[config.mk]
export PLATFORM = sky130hd
export DESIGN_NAME = cook_timer_flat
export DESIGN_NICKNAME = d
export VERILOG_FILES = /design/src/rtl/microwave_pkg.sv /design/src/rtl/cook_timer_if.sv /design/src/rtl/cook_timer_tick_gen.sv /design/src/rtl/cook_timer.sv /design/src/flat_wrapper.sv
export SDC_FILE = /design/constraint.sdc
export NUM_CORES = 1
export LEC_CHECK = 0
export ABC_AREA = 1
export CAP_MARGIN = 20
export CORE_ASPECT_RATIO = 2
export CORE_UTILIZATION = 40
export CTS_CLUSTER_DIAMETER = 30
export DETAILED_ROUTE_END_ITERATION = 6
export PLACE_DENSITY_LB_ADDON = 0.12
export SYNTH_ARGS = -nofsm -noshare
export SYNTH_HDL_FRONTEND = slang
export SYNTH_SLANG_ARGS = --single-unit
export TNS_END_PERCENT = 30
[constraint.sdc]
create_clock -name clk -period 5.18 [get_ports clk]
set_input_delay 0.518 -clock clk [delete_from_list [all_inputs] [get_ports clk]]
set_output_delay 0.518 -clock clk [all_outputs]
set_load 0.02 [all_outputs]
[src/rtl/microwave_pkg.sv]
// ============================================================================
// microwave_pkg : timer states, BCD time type and BCD time arithmetic helpers
// Revision: 1.0
// ============================================================================
`default_nettype none

package microwave_pkg;

  typedef enum logic [1:0] {
    ST_IDLE = 2'd0,
    ST_RUN  = 2'd1,
    ST_HOLD = 2'd2,
    ST_DONE = 2'd3
  } timer_state_e;

  // [3]=minutes tens, [2]=minutes units, [1]=seconds tens, [0]=seconds units
  typedef logic [3:0][3:0] bcd_time_t;

  localparam logic [3:0]  c_sec_tens_max = 4'd5;
  localparam logic [15:0] c_time_sat     = 16'h9959;

  function automatic bcd_time_t bcd_dec(input bcd_time_t t);
    bcd_time_t r;
    r = t;
    if (t[0] != 4'd0) begin
      r[0] = t[0] - 4'd1;
    end else begin
      r[0] = 4'd9;
      if (t[1] != 4'd0) begin
        r[1] = t[1] - 4'd1;
      end else begin
        r[1] = c_sec_tens_max;
        if (t[2] != 4'd0) begin
          r[2] = t[2] - 4'd1;
        end else begin
          r[2] = 4'd9;
          r[3] = t[3] - 4'd1;
        end
      end
    end
    return r;
  endfunction

  // Seconds tens >= 3 carries a minute; entered 60-99 seconds stay above 59.
  function automatic bcd_time_t bcd_add30(input bcd_time_t t);
    bcd_time_t r;
    r = t;
    if (t[1] < 4'd3) begin
      r[1] = t[1] + 4'd3;
    end else begin
      r[1] = t[1] - 4'd3;
      if (t[3:2] == 8'h99) begin
        r = bcd_time_t'(c_time_sat);
      end else if (t[2] == 4'd9) begin
        r[2] = 4'd0;
        r[3] = t[3] + 4'd1;
      end else begin
        r[2] = t[2] + 4'd1;
      end
    end
    return r;
  endfunction

endpackage

`default_nettype wire

[src/rtl/cook_timer_if.sv]
// ============================================================================
// cook_timer_if : keypad / heat inputs and display / status outputs.
// Optional add30 strobe present when COOK_TIMER_ADD30_EN is defined.
// Revision: 1.0
// ============================================================================
`default_nettype none

interface cook_timer_if;
  logic        key_valid;
  logic [3:0]  key_digit;
  logic        clear;
  logic        heat;
`ifdef COOK_TIMER_ADD30_EN
  logic        add30;
`endif
  logic        finish;
  logic        running;
  logic [15:0] time_bcd;

`ifdef COOK_TIMER_ADD30_EN
  modport master (output key_valid, key_digit, clear, heat, add30,
                  input  finish, running, time_bcd);
  modport slave  (input  key_valid, key_digit, clear, heat, add30,
                  output finish, running, time_bcd);
`else
  modport master (output key_valid, key_digit, clear, heat,
                  input  finish, running, time_bcd);
  modport slave  (input  key_valid, key_digit, clear, heat,
                  output finish, running, time_bcd);
`endif
endinterface

`default_nettype wire

[src/rtl/cook_timer_tick_gen.sv]
// ============================================================================
// tick_gen : one-cycle tick every CLK_HZ enabled cycles; count held while en=0.
// Revision: 1.0
// ============================================================================
`default_nettype none

module tick_gen #(
  parameter int CLK_HZ = 1000
) (
  input  logic clk,
  input  logic nrst,
  input  logic en,
  input  logic clr,
  output logic tick
);

  localparam int             c_w   = $clog2(CLK_HZ);
  localparam logic [c_w-1:0] c_max = c_w'(CLK_HZ - 1);

  logic [c_w-1:0] count_q, count_d;

  always_comb begin
    count_d = count_q;
    tick    = 1'b0;
    if (clr) begin
      count_d = '0;
    end else if (en) begin
      if (count_q == c_max) begin
        count_d = '0;
        tick    = 1'b1;
      end else begin
        count_d = count_q + c_w'(1);
      end
    end
  end

  always_ff @(posedge clk or negedge nrst) begin
    if (!nrst) count_q <= '0;
    else       count_q <= count_d;
  end

endmodule

`default_nettype wire

[src/rtl/cook_timer.sv]
// ============================================================================
// cook_timer : BCD MM:SS countdown gated by heat, one-cycle finish at 00:00.
// Optional macro COOK_TIMER_ADD30_EN adds the +30 s strobe.  Revision: 1.0
// ============================================================================
`default_nettype none

module cook_timer
  import microwave_pkg::*;
#(
  parameter int CLK_HZ = 1000
) (
  input  logic         clk,
  input  logic         nrst,
  cook_timer_if.slave  bus
);

  timer_state_e state_q, state_d;
  bcd_time_t    time_q, time_d;
  logic         tick, pre_en, pre_clr, add30;

`ifdef COOK_TIMER_ADD30_EN
  assign add30 = bus.add30;
`else
  assign add30 = 1'b0;
`endif

  // Prescaler only advances while actually heating; it restarts from 0 on every IDLE->RUN.
  assign pre_en  = (state_q == ST_RUN) && bus.heat;
  assign pre_clr = (state_q == ST_IDLE) || (state_q == ST_DONE);

  tick_gen #(.CLK_HZ(CLK_HZ)) u_tick_gen (
    .clk  (clk),
    .nrst (nrst),
    .en   (pre_en),
    .clr  (pre_clr),
    .tick (tick)
  );

  always_comb begin
    state_d = state_q;
    time_d  = time_q;
    case (state_q)
      ST_IDLE: begin
        if (bus.heat) begin
          state_d = (time_q == '0) ? ST_DONE : ST_RUN;
        end else if (add30) begin
          time_d = bcd_add30(time_q);
        end else if (bus.clear) begin
          time_d = '0;
        end else if (bus.key_valid && (bus.key_digit <= 4'd9)) begin
          time_d = {time_q[2:0], bus.key_digit};
        end
      end
      ST_RUN: begin
        time_d = tick ? bcd_dec(time_q) : time_q;
        if (!bus.heat) state_d = ST_HOLD;
        if (tick && (time_d == '0)) begin
          state_d = ST_DONE;
        end else if (add30) begin
          time_d = bcd_add30(time_d);
        end
      end
      ST_HOLD: begin
        if (bus.heat) begin
          state_d = ST_RUN;
        end else if (bus.clear) begin
          state_d = ST_IDLE;
          time_d  = '0;
        end
        if (add30 && (state_d != ST_IDLE)) time_d = bcd_add30(time_q);
      end
      ST_DONE: begin
        state_d = ST_IDLE;
        time_d  = '0;
      end
      default: state_d = ST_IDLE;
    endcase
  end

  always_ff @(posedge clk or negedge nrst) begin
    if (!nrst) begin
      state_q <= ST_IDLE;
      time_q  <= '0;
    end else begin
      state_q <= state_d;
      time_q  <= time_d;
    end
  end

  assign bus.finish   = (state_q == ST_DONE);
  assign bus.running  = (state_q == ST_RUN);
  assign bus.time_bcd = time_q;

endmodule

`default_nettype wire

[src/flat_wrapper.sv]
// flat-port wrapper written by rule: the top's interface ports become plain ports
module cook_timer_flat import microwave_pkg::*;
#(
  parameter int CLK_HZ = 1000
)
  (clk, nrst, bus_key_valid, bus_key_digit, bus_clear, bus_heat, bus_finish, bus_running, bus_time_bcd);
  cook_timer_if bus_i ();
  input  logic clk;
  input  logic nrst;
  input wire logic [$bits(bus_i.key_valid)-1:0] bus_key_valid;
  input wire logic [$bits(bus_i.key_digit)-1:0] bus_key_digit;
  input wire logic [$bits(bus_i.clear)-1:0] bus_clear;
  input wire logic [$bits(bus_i.heat)-1:0] bus_heat;
  output wire logic [$bits(bus_i.finish)-1:0] bus_finish;
  output wire logic [$bits(bus_i.running)-1:0] bus_running;
  output wire logic [$bits(bus_i.time_bcd)-1:0] bus_time_bcd;
  assign bus_i.key_valid = bus_key_valid;
  assign bus_i.key_digit = bus_key_digit;
  assign bus_i.clear = bus_clear;
  assign bus_i.heat = bus_heat;
  assign bus_finish = bus_i.finish;
  assign bus_running = bus_i.running;
  assign bus_time_bcd = bus_i.time_bcd;
  cook_timer #(.CLK_HZ(CLK_HZ)) u_core (.clk(clk), .nrst(nrst), .bus(bus_i));
endmodule
==> key figures, run 1 <==
Status
  • Status: completed

Synthesis
  • Number of enable flip-flop cells after synthesis: 0
  • Register area share after synthesis: 32.3%
  • Mapped Nets: 340
  • Synth unique cells: 32
  • Top-area cell type share of the netlist area: 32.3%
  • Top_reg_cell synth: dfrtp_1
  • Post-synthesis cell area: 2170 um^2
  • Dominant cell type by area after synthesis: dfrtp_1
  • Number of synthesized register bits: 28
  • Asr flop ratio synth: 100%
  • Synth top cells by count: nand2_1 (92), nor2_1 (49), inv_1 (33), dfrtp_1 (28)
  • Syn Area/Cell: 6.71 um^2
  • Synth top area cells: dfrtp_1 (32%), nand2_1 (16%), nor2_1 (8.5%)
  • Cell count after synthesis: 323
  • Synth Warn #: 0
  • Count leader, synth: nand2_1

Timing
  • Total Negative Setup Slacks: 0 ns
  • Clock Skew: 0.00220 ns
  • Min cycle time layout: 2.34 ns
  • Max Slew Vio Count: 0
  • Final Hold Viols: 0
  • Final setup violation count: 0
  • Actual slew at the worst max-slew pin: 0.502 ns
  • RSZ-0062 raised after global routing: no
  • Fin crit share: 45.1%
  • FMAX: 428 MHz
  • Relative slew slack: 66.3%

Clock network
  • CTS tree: built
  • Post-CTS Hold Buffers: 0
  • Number of setup buffers added after CTS: 0
  • Clock transition at the registers of the reported paths: 0.10 ns
  • Post_cts resized: 0
  • Clock root cell: clkbuf_8
  • H-tree Lvls: 1
  • Clock Latency Late Sink: 0.28 ns
  • Clock buffer count from CTS: 3
  • CTS sink count: 28
  • Bufs on Longest Clock Path: 2

Global routing
  • Gr usage total: 23.3%
  • Grt ovf: 0
  • Number of global-route vias before repair: 2120
  • Initial antenna violation count: 0
  • Pin count of the biggest net entering global routing: 33
  • First-pass GRT wire length: 9930 um

Worst setup path
  • Most frequent CP cell: nand2_1
  • CP max FO: 6
  • Critical Path, Cell by Cell: inv_1 > ha_1 > nand2_2 > nor2_2 > nand2_1 > nor2_4 > nand3_1 > nand2_1 > nand2_1 > inv_1 > nand2_1 > nor2_1 > nand3_2 > nand2_2 > nand2_2 > nand2_1 > nand2_1
  • Critical Path AT: 2.52 ns
  • Setup slack, reg-to-reg: 2.84 ns
  • Crit path kind: reg -> reg
  • Critical path capture point type: flop
  • CP Launch Type: flop
  • Required time of the critical path: 5.36 ns
  • Worst reg2reg path startpoint: u_core.state_q[1]
  • Crit Reg-Reg Endpoint: u_core.state_q[1]
  • Slowest cell on crit path: dfrtp_1
  • Worst Reg2Reg Path Length in Cells: 17
  • Worst path max stage delay: 0.43 ns

Cells and area
  • Nets: 368
  • Synthesis-to-layout area growth: 17.8%
  • ANT cells: 0
  • Share of cells above drive strength 1: 10.9%
  • FF+latch area: 701 um^2
  • Finished Core Util: 49.3%
  • Area taken by multi-input logic gates: 1310 um^2
  • FILL cells: 547

Drt
  • Initial DRC count: 50
  • DRC violations left: 0
  • Total wire length: 5880 um
  • Via count: 2163
  • Via density: 5.31
  • Drt first pass iters: 4
  • Routed Antenna Nets: 0
  • WL/cell: 14.5 um

Floorplan
  • Initial Util: 41.8%
  • Die width: 54.0 um
  • Core footprint: 5180 um^2
  • Site Rows: 37
  • Ports: 27
  • Die area: 5730 um^2
  • Die Y: 106 um

Job
  • Max Cap Viol: 0

Placement
  • Placer Congestion: 0.818
  • Port buffer count: 26
  • Detailed placement HPWL: 4590 um

Pwr
  • Lkg Pwr: 1.16 nW
  • Power per cell area: 529 nW/um^2
  • Max VDD drop: 293 uV

Min path
  • Worst hold path class: reg -> reg
  • Hold Crit Depth: 1
  • Hold endpoint: u_core.u_tick_gen.count_q[1]
  • Worst Hold Launch: u_core.u_tick_gen.count_q[1]
[power breakdown]
| group | leakage (nW) | switching, W | total [W] | internal, W |
|---|---|---|---|---|
| Combinational | 0.772 | 0.000500 | 0.000811 | 0.000311 |
| Clock | 0.0216 | 0.0000727 | 0.000125 | 0.0000525 |
| Sequential | 0.364 | 0.000123 | 0.000414 | 0.000291 |
[layout by cell type (no fill, tap or decap), types with 7 or more instances in the layout]
cell type	Yosys	layout
nor2_1	49	49
nand3_1	15	15
inv_1	33	33
dfrtp_1	28	28
a31oi_1	15	15
nand2_2	9	9
nand2_1	92	92
o21ai_0	7	7
ha_1	8	8
nand4_1	7	7
nor2_4	7	7
clkdlybuf4s50_1	0	26
[layer usage]
metal	up-vias	track usage [%]	routed length, um
met2	43	43.7	3410
met4	0	8.06	145
met5	-	0	0
li1	1093	-	-
met1	1015	25.5	2200
met3	12	1.72	129
[registers in the layout, summed over array words and instances, names as in the netlist]
register,cells
u_core.bus.time_bcd,16
u_core.u_tick_gen.count_q,10
u_core.state_q,2
[how the worst max path moves through the flow]
stage	startpoint	to	slack, ns	cells past startpoint
6_report	u_core.state_q[1]	u_core.state_q[1]	2.84	17
4_1_cts	u_core.state_q[0]	u_core.state_q[0]	2.80	15
3_5_place_dp	bus_heat	u_core.state_q[0]	2.50	16
5_1_grt	u_core.state_q[0]	u_core.state_q[0]	2.59	15
2_1_floorplan	u_core.state_q[1]	u_core.state_q[0]	3.06	17
3_3_place_gp	bus_heat	u_core.state_q[1]	2.50	16
[cell families (layout without fill, tap and decap cells)]
| group | Yosys count | in the layout | synth area share [%] |
|---|---|---|---|
| buffers and inverters | 44 | 70 | 7.68 |
| adder cells (fa/ha/maj) | 8 | 8 | 4.62 |
| XOR/XNOR | 5 | 5 | 2.02 |
| flip-flops | 28 | 28 | 32.3 |
| AND/OR/NAND/NOR | 201 | 201 | 43.2 |
| AO/OA/AOI/OAI | 37 | 37 | 10.1 |
[worst max-delay path, delay by kind of cell (launching register included)]
| kind | cells | cell delay, ns |
|---|---|---|
| DFF | 1 | 0.43 |
| and+or+nand+nor | 14 | 1.40 |
| buffers and inverters | 2 | 0.16 |
| adders and majority gates | 1 | 0.23 |
[final cells by class]
type                    instances  area share, %
clock buffers                   3           1.62
inverters                      38           5.59
multi-input cells             251           51.2
flip-flops and latches         28           27.4
well taps                      58           2.84
repair buffers                 29           11.4
[per-stage QoR]
| step | worst slack (ns) | total power, W | std cells | area (um^2) | hold WS, ns |
|---|---|---|---|---|---|
| floorplan | 3.06 | 0.000927 | 323 | 2170 | 0.222 |
| global placement | 2.50 | 0.00121 | 402 | 2490 | 0.510 |
| detailed placement | 2.50 | 0.00122 | 402 | 2490 | 0.517 |
| CTS | 2.80 | 0.00135 | 405 | 2530 | 0.542 |
| global route | 2.59 | 0.00148 | 407 | 2550 | 0.552 |
| finish | 2.84 | 0.00135 | 407 | 2550 | 0.533 |
No activity file was read; power rests on OpenSTA's default activity.
==> run 2, diff against run 1 <==
==> constraint.sdc (replaced) <==
create_clock -name clk -period 2.1 [get_ports clk]
set_input_delay 0.21 -clock clk [delete_from_list [all_inputs] [get_ports clk]]
set_output_delay 0.21 -clock clk [all_outputs]
set_load 0.02 [all_outputs]
==> key figures, run 2 (synthesized netlist as in run 1, its figures left out) <==
Status
  • Status: finished with violations
  • Failing checks: negative setup slack

Drt
  • Initial DRC count: 44 (-12%)
  • WL/cell: 14.5 um (about the same)
  • DRC violations left: 0 (unchanged)
  • Total wire length: 6480 um (+10%)
  • Via count: 2347 (+8.5%)
  • Drt first pass iters: 4 (unchanged)
  • Via density: 5.24 (-1.4%)
  • Routed Antenna Nets: 0 (unchanged)

Cells and area
  • Synthesis-to-layout area growth: 35.1%
  • Nets: 408 (+11%)
  • Max reg flops: 16 (unchanged)
  • Commonest non-fill, non-tap cells in the layout: nand2_1 (90), nor2_1 (47), buf_4 (42)
  • Share of cells above drive strength 1: 22.6% (+12 points)
  • Leading cell type in the layout, fill and taps excluded: nand2_1
  • ANT cells: 0 (unchanged)

Worst setup path
  • Worst Reg2Reg Path Length in Cells: 17 (unchanged)
  • CP max FO: 8 (+2)
  • CP Capture Point: u_core.state_q[0]
  • CP top delay family: simple AND/OR/NAND/NOR gates
  • Cell count along the critical path: 17 (unchanged)
  • Crit Reg-Reg Endpoint: u_core.state_q[0]
  • Required time of the critical path: 2.28 ns (-3.08 ns)
  • Critical path capture point type: flop
  • WP buf/inv: 2 (unchanged)
  • Critical Path AT: 2.30 ns (-0.22 ns)
  • CP startpoint: u_core.state_q[0]
  • Setup slack, reg-to-reg: -0.02 ns (-2.86 ns)
  • Critical Path, Cell by Cell: buf_4 > ha_4 > nand2_4 > nor2_4 > nand3_4 > nor2_4 > buf_4 > nand2_1 > nand2_1 > nor2_2 > nand2_1 > nor2_1 > nand3_2 > nand2_2 > nand2_2 > nand2_1 > nand2_1
  • Slowest cell on crit path: dfrtp_1
  • Crit path kind: reg -> reg
  • Most frequent CP cell: nand2_1
  • CP Launch Type: flop
  • Worst reg2reg path startpoint: u_core.state_q[0]
  • Worst path max stage delay: 0.41 ns (-0.02 ns)

Timing
  • Fin crit share: 101% (+56 points)
  • Final setup violation count: 2 (+2)
  • Worst hold slack: 0.304 ns (-0.230 ns)
  • RSZ-0062 raised after global routing: yes
  • Max Slew Vio Count: 0 (unchanged)
  • Actual slew at the worst max-slew pin: 0.493 ns (-0.00854 ns)
  • Final Hold Viols: 0 (unchanged)
  • Relative slew slack: 66.9% (+0.57 points)
  • Min cycle time layout: 2.12 ns (-0.218 ns)
  • Total Negative Setup Slacks: -0.0338 ns (-0.0338 ns)
  • Clock Skew: 0.0121 ns (+0.00986 ns)
  • FMAX: 472 MHz (+10%)
  • PnR worst setup slack: -0.0203 ns (-2.86 ns)

Job
  • Max Cap Viol: 0 (unchanged)

Floorplan
  • Die width: 54.0 um (unchanged)
  • Initial Util: 41.8% (unchanged)
  • Die Y: 106 um (unchanged)
  • Site Rows: 37 (unchanged)
  • Core footprint: 5180 um^2 (unchanged)
  • Ports: 27 (unchanged)
  • Die area: 5730 um^2 (unchanged)

Pwr
  • Combinational Power Share: 68.1% (+8.0 points)
  • Power per cell area: 1340 nW/um^2 (+150%)
  • Sw Share: 48.0% (-3.5 points)
  • Lkg Pwr: 1.37 nW (+18%)
  • Clock power share: 9.1% (-0.2 points)
  • NetSw: 0.00188 W (+170%)
  • Max VDD drop: 755 uV (+160%)
  • P_int: 0.00203 W (+210%)
  • Seq pwr share: 22.8% (-7.8 points)

Clock network
  • Clock buffer count from CTS: 3 (unchanged)
  • Post-CTS Hold Buffers: 0 (unchanged)
  • CTS sink count: 28 (unchanged)
  • Clock root cell: clkbuf_8
  • Clock Latency Late Sink: 0.29 ns (about the same)
  • CTS tree: built
  • Clock transition at the registers of the reported paths: 0.11 ns (about the same)
  • H-tree Lvls: 1 (unchanged)
  • Bufs on Longest Clock Path: 2 (unchanged)

Placement
  • Placer Congestion: 0.865 (+5.6%)
  • Detailed placement HPWL: 5000 um (+9.0%)
  • Port buffer count: 26 (unchanged)

Global routing
  • Grt ovf: 0 (unchanged)
  • Gr usage total: 25.2% (+1.9 points)
  • First-pass GRT wire length: 10600 um (+6.3%)
  • Number of global-route vias before repair: 2353 (+11%)
  • Initial antenna violation count: 0 (unchanged)
  • Pin count of the biggest net entering global routing: 33 (unchanged)

Min path
  • Worst hold path class: in -> async
## run 2: repair_timing
action | in CTS | in global routing
buffers inserted | 3 | 2
setup endpoints to repair | 2 | 2
gates resized for setup | 9 | 3
pin swaps | 6 | 3
## run 2: worst min path at each step
stage	startpoint	to	cells after the start	slack [ns]
4_1_cts	nrst	u_core.bus.time_bcd[2]	2	0.32
3_5_place_dp	u_core.u_tick_gen.count_q[1]	u_core.u_tick_gen.count_q[1]	1	0.52
6_report	nrst	u_core.bus.time_bcd[2]	2	0.30
2_1_floorplan	nrst	u_core.bus.time_bcd[0]	0	-0.09
3_3_place_gp	u_core.u_tick_gen.count_q[1]	u_core.u_tick_gen.count_q[1]	1	0.50
5_1_grt	nrst	u_core.bus.time_bcd[9]	2	0.37
## run 2: area by class of cell
cell class	count	area, um^2
sequential	28	701
inverter	38	143
fill	531	2260
clock buffer	4	55.1
timing repair buffer	69	596
multi-input combinational	251	1360
tap	58	72.6
## run 2: stage by stage
stage	instance area, um^2	power, W	cells	worst slack [ns]	utilization, %
after floorplan	2170	0.00229	323	0.0546	-
after global placement	2780	0.00344	439	-0.169	53.7
after global routing	2930	0.00425	448	-0.161	56.5
after CTS	2910	0.00390	446	0.00241	56.0
after detailed placement	2780	0.00344	439	-0.184	53.7
final	2930	0.00392	448	-0.0203	56.5
## run 2: worst reg2reg max path, delay by kind of cell, from the launching register on
kind,cells,cell delay [ns]
adder cells (fa/ha/maj),1,0.16
buffers and inverters,2,0.30
flip-flops,1,0.41
AND/OR/NAND/NOR,14,1.15
## run 2: layer usage
layer	GRT usage [%]	vias up	share of wire [%]
met5	0	-	0
met4	10.1	0	3.2
met3	2.29	13	2.6
met1	24.7	1113	38
met2	49.1	46	56
li1	-	1175	-
## run 2: power by group through the flow
stage / registers (W) / clock network, W / logic [W]
final: 0.000891 / 0.000358 / 0.00267
after CTS: 0.000890 / 0.000366 / 0.00264
after global placement: 0.000900 / 0 / 0.00254
after global routing: 0.000915 / 0.000385 / 0.00295
after floorplan: 0.00111 / 0 / 0.00118
after detailed placement: 0.000901 / 0 / 0.00254
==> run 3, diff against run 2 <==
==> constraint.sdc (replaced) <==
create_clock -name clk -period 1.74 [get_ports clk]
set_input_delay 0.174 -clock clk [delete_from_list [all_inputs] [get_ports clk]]
set_output_delay 0.174 -clock clk [all_outputs]
set_load 0.02 [all_outputs]
==> key figures, run 3 (synthesized netlist as in run 1, its figures left out) <==
Status
  • Status: finished with violations
  • Failing checks: negative setup slack

Job
  • Max Cap Viol: 0 (unchanged)

Worst setup path
  • CP max FO: 8 (unchanged)
  • Critical path capture point type: flop
  • CP top delay family: simple AND/OR/NAND/NOR gates
  • Worst path max stage delay: 0.41 ns (about the same)
  • Most frequent CP cell: nand3_1
  • Critical Path AT: 2.30 ns (about the same)
  • Slowest cell on crit path: dfrtp_1
  • Required time of the critical path: 1.93 ns (-0.35 ns)
  • Critical Path, Cell by Cell: inv_2 > ha_4 > nand2_4 > nor2_4 > nand3_4 > buf_4 > nor3_1 > nor2_1 > nand3_1 > nor2_2 > nand3_2 > nand2_2 > nand3_1 > nand2_1
  • WP buf/inv: 2 (unchanged)
  • CP Launch Type: flop
  • Crit path kind: reg -> reg

Drt
  • Initial DRC count: 80 (+82%)
  • DRC violations left: 0 (unchanged)
  • Total wire length: 7190 um (+11%)
  • Drt first pass iters: 4 (unchanged)
  • Via density: 5.14 (-1.9%)
  • Routed Antenna Nets: 0 (unchanged)
  • Via count: 2540 (+8.2%)
  • WL/cell: 14.6 um (+0.61%)

Floorplan
  • Die area: 5730 um^2 (unchanged)
  • Die Y: 106 um (unchanged)
  • Die width: 54.0 um (unchanged)
  • Site Rows: 37 (unchanged)
  • Initial Util: 41.8% (unchanged)
  • Core footprint: 5180 um^2 (unchanged)
  • Ports: 27 (unchanged)

Min path
  • Worst hold path class: in -> async

Cells and area
  • Leading cell type in the layout, fill and taps excluded: buf_4
  • ANT cells: 0 (unchanged)
  • Nets: 454 (+11%)
  • Final instance area: 3410 um^2 (+16%)
  • Max reg flops: 16 (unchanged)
  • Synthesis-to-layout area growth: 57.3%
  • Commonest non-fill, non-tap cells in the layout: buf_4 (83), nand2_1 (78), nor2_1 (43)
  • Finished Layout Cells: 494 (+10%)
  • Share of cells above drive strength 1: 37.2% (+15 points)

Timing
  • RSZ-0062 raised after global routing: yes
  • Max Slew Vio Count: 0 (unchanged)
  • FMAX: 475 MHz (+0.64%)
  • Final Hold Viols: 0 (unchanged)
  • Fin crit share: 121% (+20 points)
  • Final setup violation count: 11 (+9)
  • Actual slew at the worst max-slew pin: 0.393 ns (-0.100 ns)
  • Relative slew slack: 73.8% (+6.9 points)
  • Clock Skew: 0.00321 ns (-0.00885 ns)
  • Min cycle time layout: 2.11 ns (-0.0135 ns)
  • PnR worst setup slack: -0.367 ns (-0.347 ns)

Global routing
  • Initial antenna violation count: 0 (unchanged)
  • Met2 GRT Util: 53.4% (+4.2 points)
  • Grt ovf: 0 (unchanged)
  • Met1 usage: 25.8% (+1.1 points)
  • Gr usage total: 28.1% (+2.9 points)
  • GR peak layer: met2
  • Met3 Use GR: 2.72% (+0.43 points)
  • First-pass GRT wire length: 11600 um (+10%)
  • Pin count of the biggest net entering global routing: 29 (-12%)
  • Number of global-route vias before repair: 2629 (+12%)

Clock network
  • Clock root cell: clkbuf_8
  • Clock buffer count from CTS: 3 (unchanged)
  • Clock Latency Late Sink: 0.29 ns (about the same)
  • Bufs on Longest Clock Path: 2 (unchanged)
  • Clock transition at the registers of the reported paths: 0.10 ns (about the same)
  • CTS tree: built
  • CTS sink count: 28 (unchanged)
  • H-tree Lvls: 1 (unchanged)

Placement
  • Setup Slack @ Placement: -0.431 ns (-0.247 ns)
  • Placed Area: 3140 um^2 (+13%)
  • Placed cell count: 482 (+9.8%)
  • Placer Congestion: 0.929 (+7.5%)
  • Port buffer count: 26 (unchanged)
  • Detailed placement HPWL: 5540 um (+11%)

Pwr
  • Lkg Pwr: 1.63 nW (+19%)
  • Power per cell area: 1590 nW/um^2 (+19%)
  • Max VDD drop: 1060 uV (+41%)
run 3: cell types whose count changed in the layout (fill, tap and decap cells not counted), sizes merged:
cell,previous run,this run
dlygate4sd2,0,1
clkbuf,4,5
clkdlybuf4s50,26,24
buf,43,89
run 3: area by class of cell:
class                   instances  area (um^2)
multi-input cells             251         1470
repair buffers                115          962
flip-flops and latches         28          702
inverters                      38          145
well taps                      58         72.6
fillers                       469         1780
clock buffers                   4         55.1
run 3: routing by layer:
layer	share of wire, %	wire length, um	vias up
met5	0	0	-
met4	4.6	334	0
met3	2.6	190	27
met2	58	4200	50
met1	34	2460	1190
li1	-	-	1273
run 3: worst paths after layout:
kind / startpoint / endpoint / slack [ns] / cells past startpoint
min in group clk: bus_key_digit[1] / u_core.bus.time_bcd[1] / 0.48 / 3
min reg2reg: u_core.u_tick_gen.count_q[0] / u_core.u_tick_gen.count_q[0] / 0.59 / 2
min: nrst / u_core.u_tick_gen.count_q[5] / 0.26 / 2
max in group asynchronous: nrst / u_core.state_q[0] / 1.17 / 2
max reg2reg: u_core.state_q[1] / u_core.state_q[0] / -0.37 / 14
max: u_core.state_q[1] / u_core.state_q[0] / -0.37 / 14
run 3: report_power, final:
group	leakage [nW]	internal (W)	total [W]	switching, W
logic	1.24	0.00184	0.00395	0.00211
clock network	0.0288	0.000204	0.000432	0.000228
registers	0.363	0.000869	0.00103	0.000161
run 3: per-stage QoR:
stage / power, W / utilization [%] / hold slack, ns / TNS [ns]
after floorplan: 0.00282 / - / -0.122 / -0.440
after global placement: 0.00468 / 60.6 / 0.571 / -1.97
after detailed placement: 0.00468 / 60.6 / 0.577 / -2.43
after CTS: 0.00529 / 64.2 / 0.277 / -1.41
after global routing: 0.00583 / 65.8 / 0.319 / -3.78
final: 0.00541 / 65.8 / 0.264 / -1.61
run 3: timing repair:
item,4_1_cts,5_1_grt
hold buffers,0,0
setup buffers,7,3
gates resized for setup,25,27
pin swaps,7,10
setup endpoints to repair,24,23
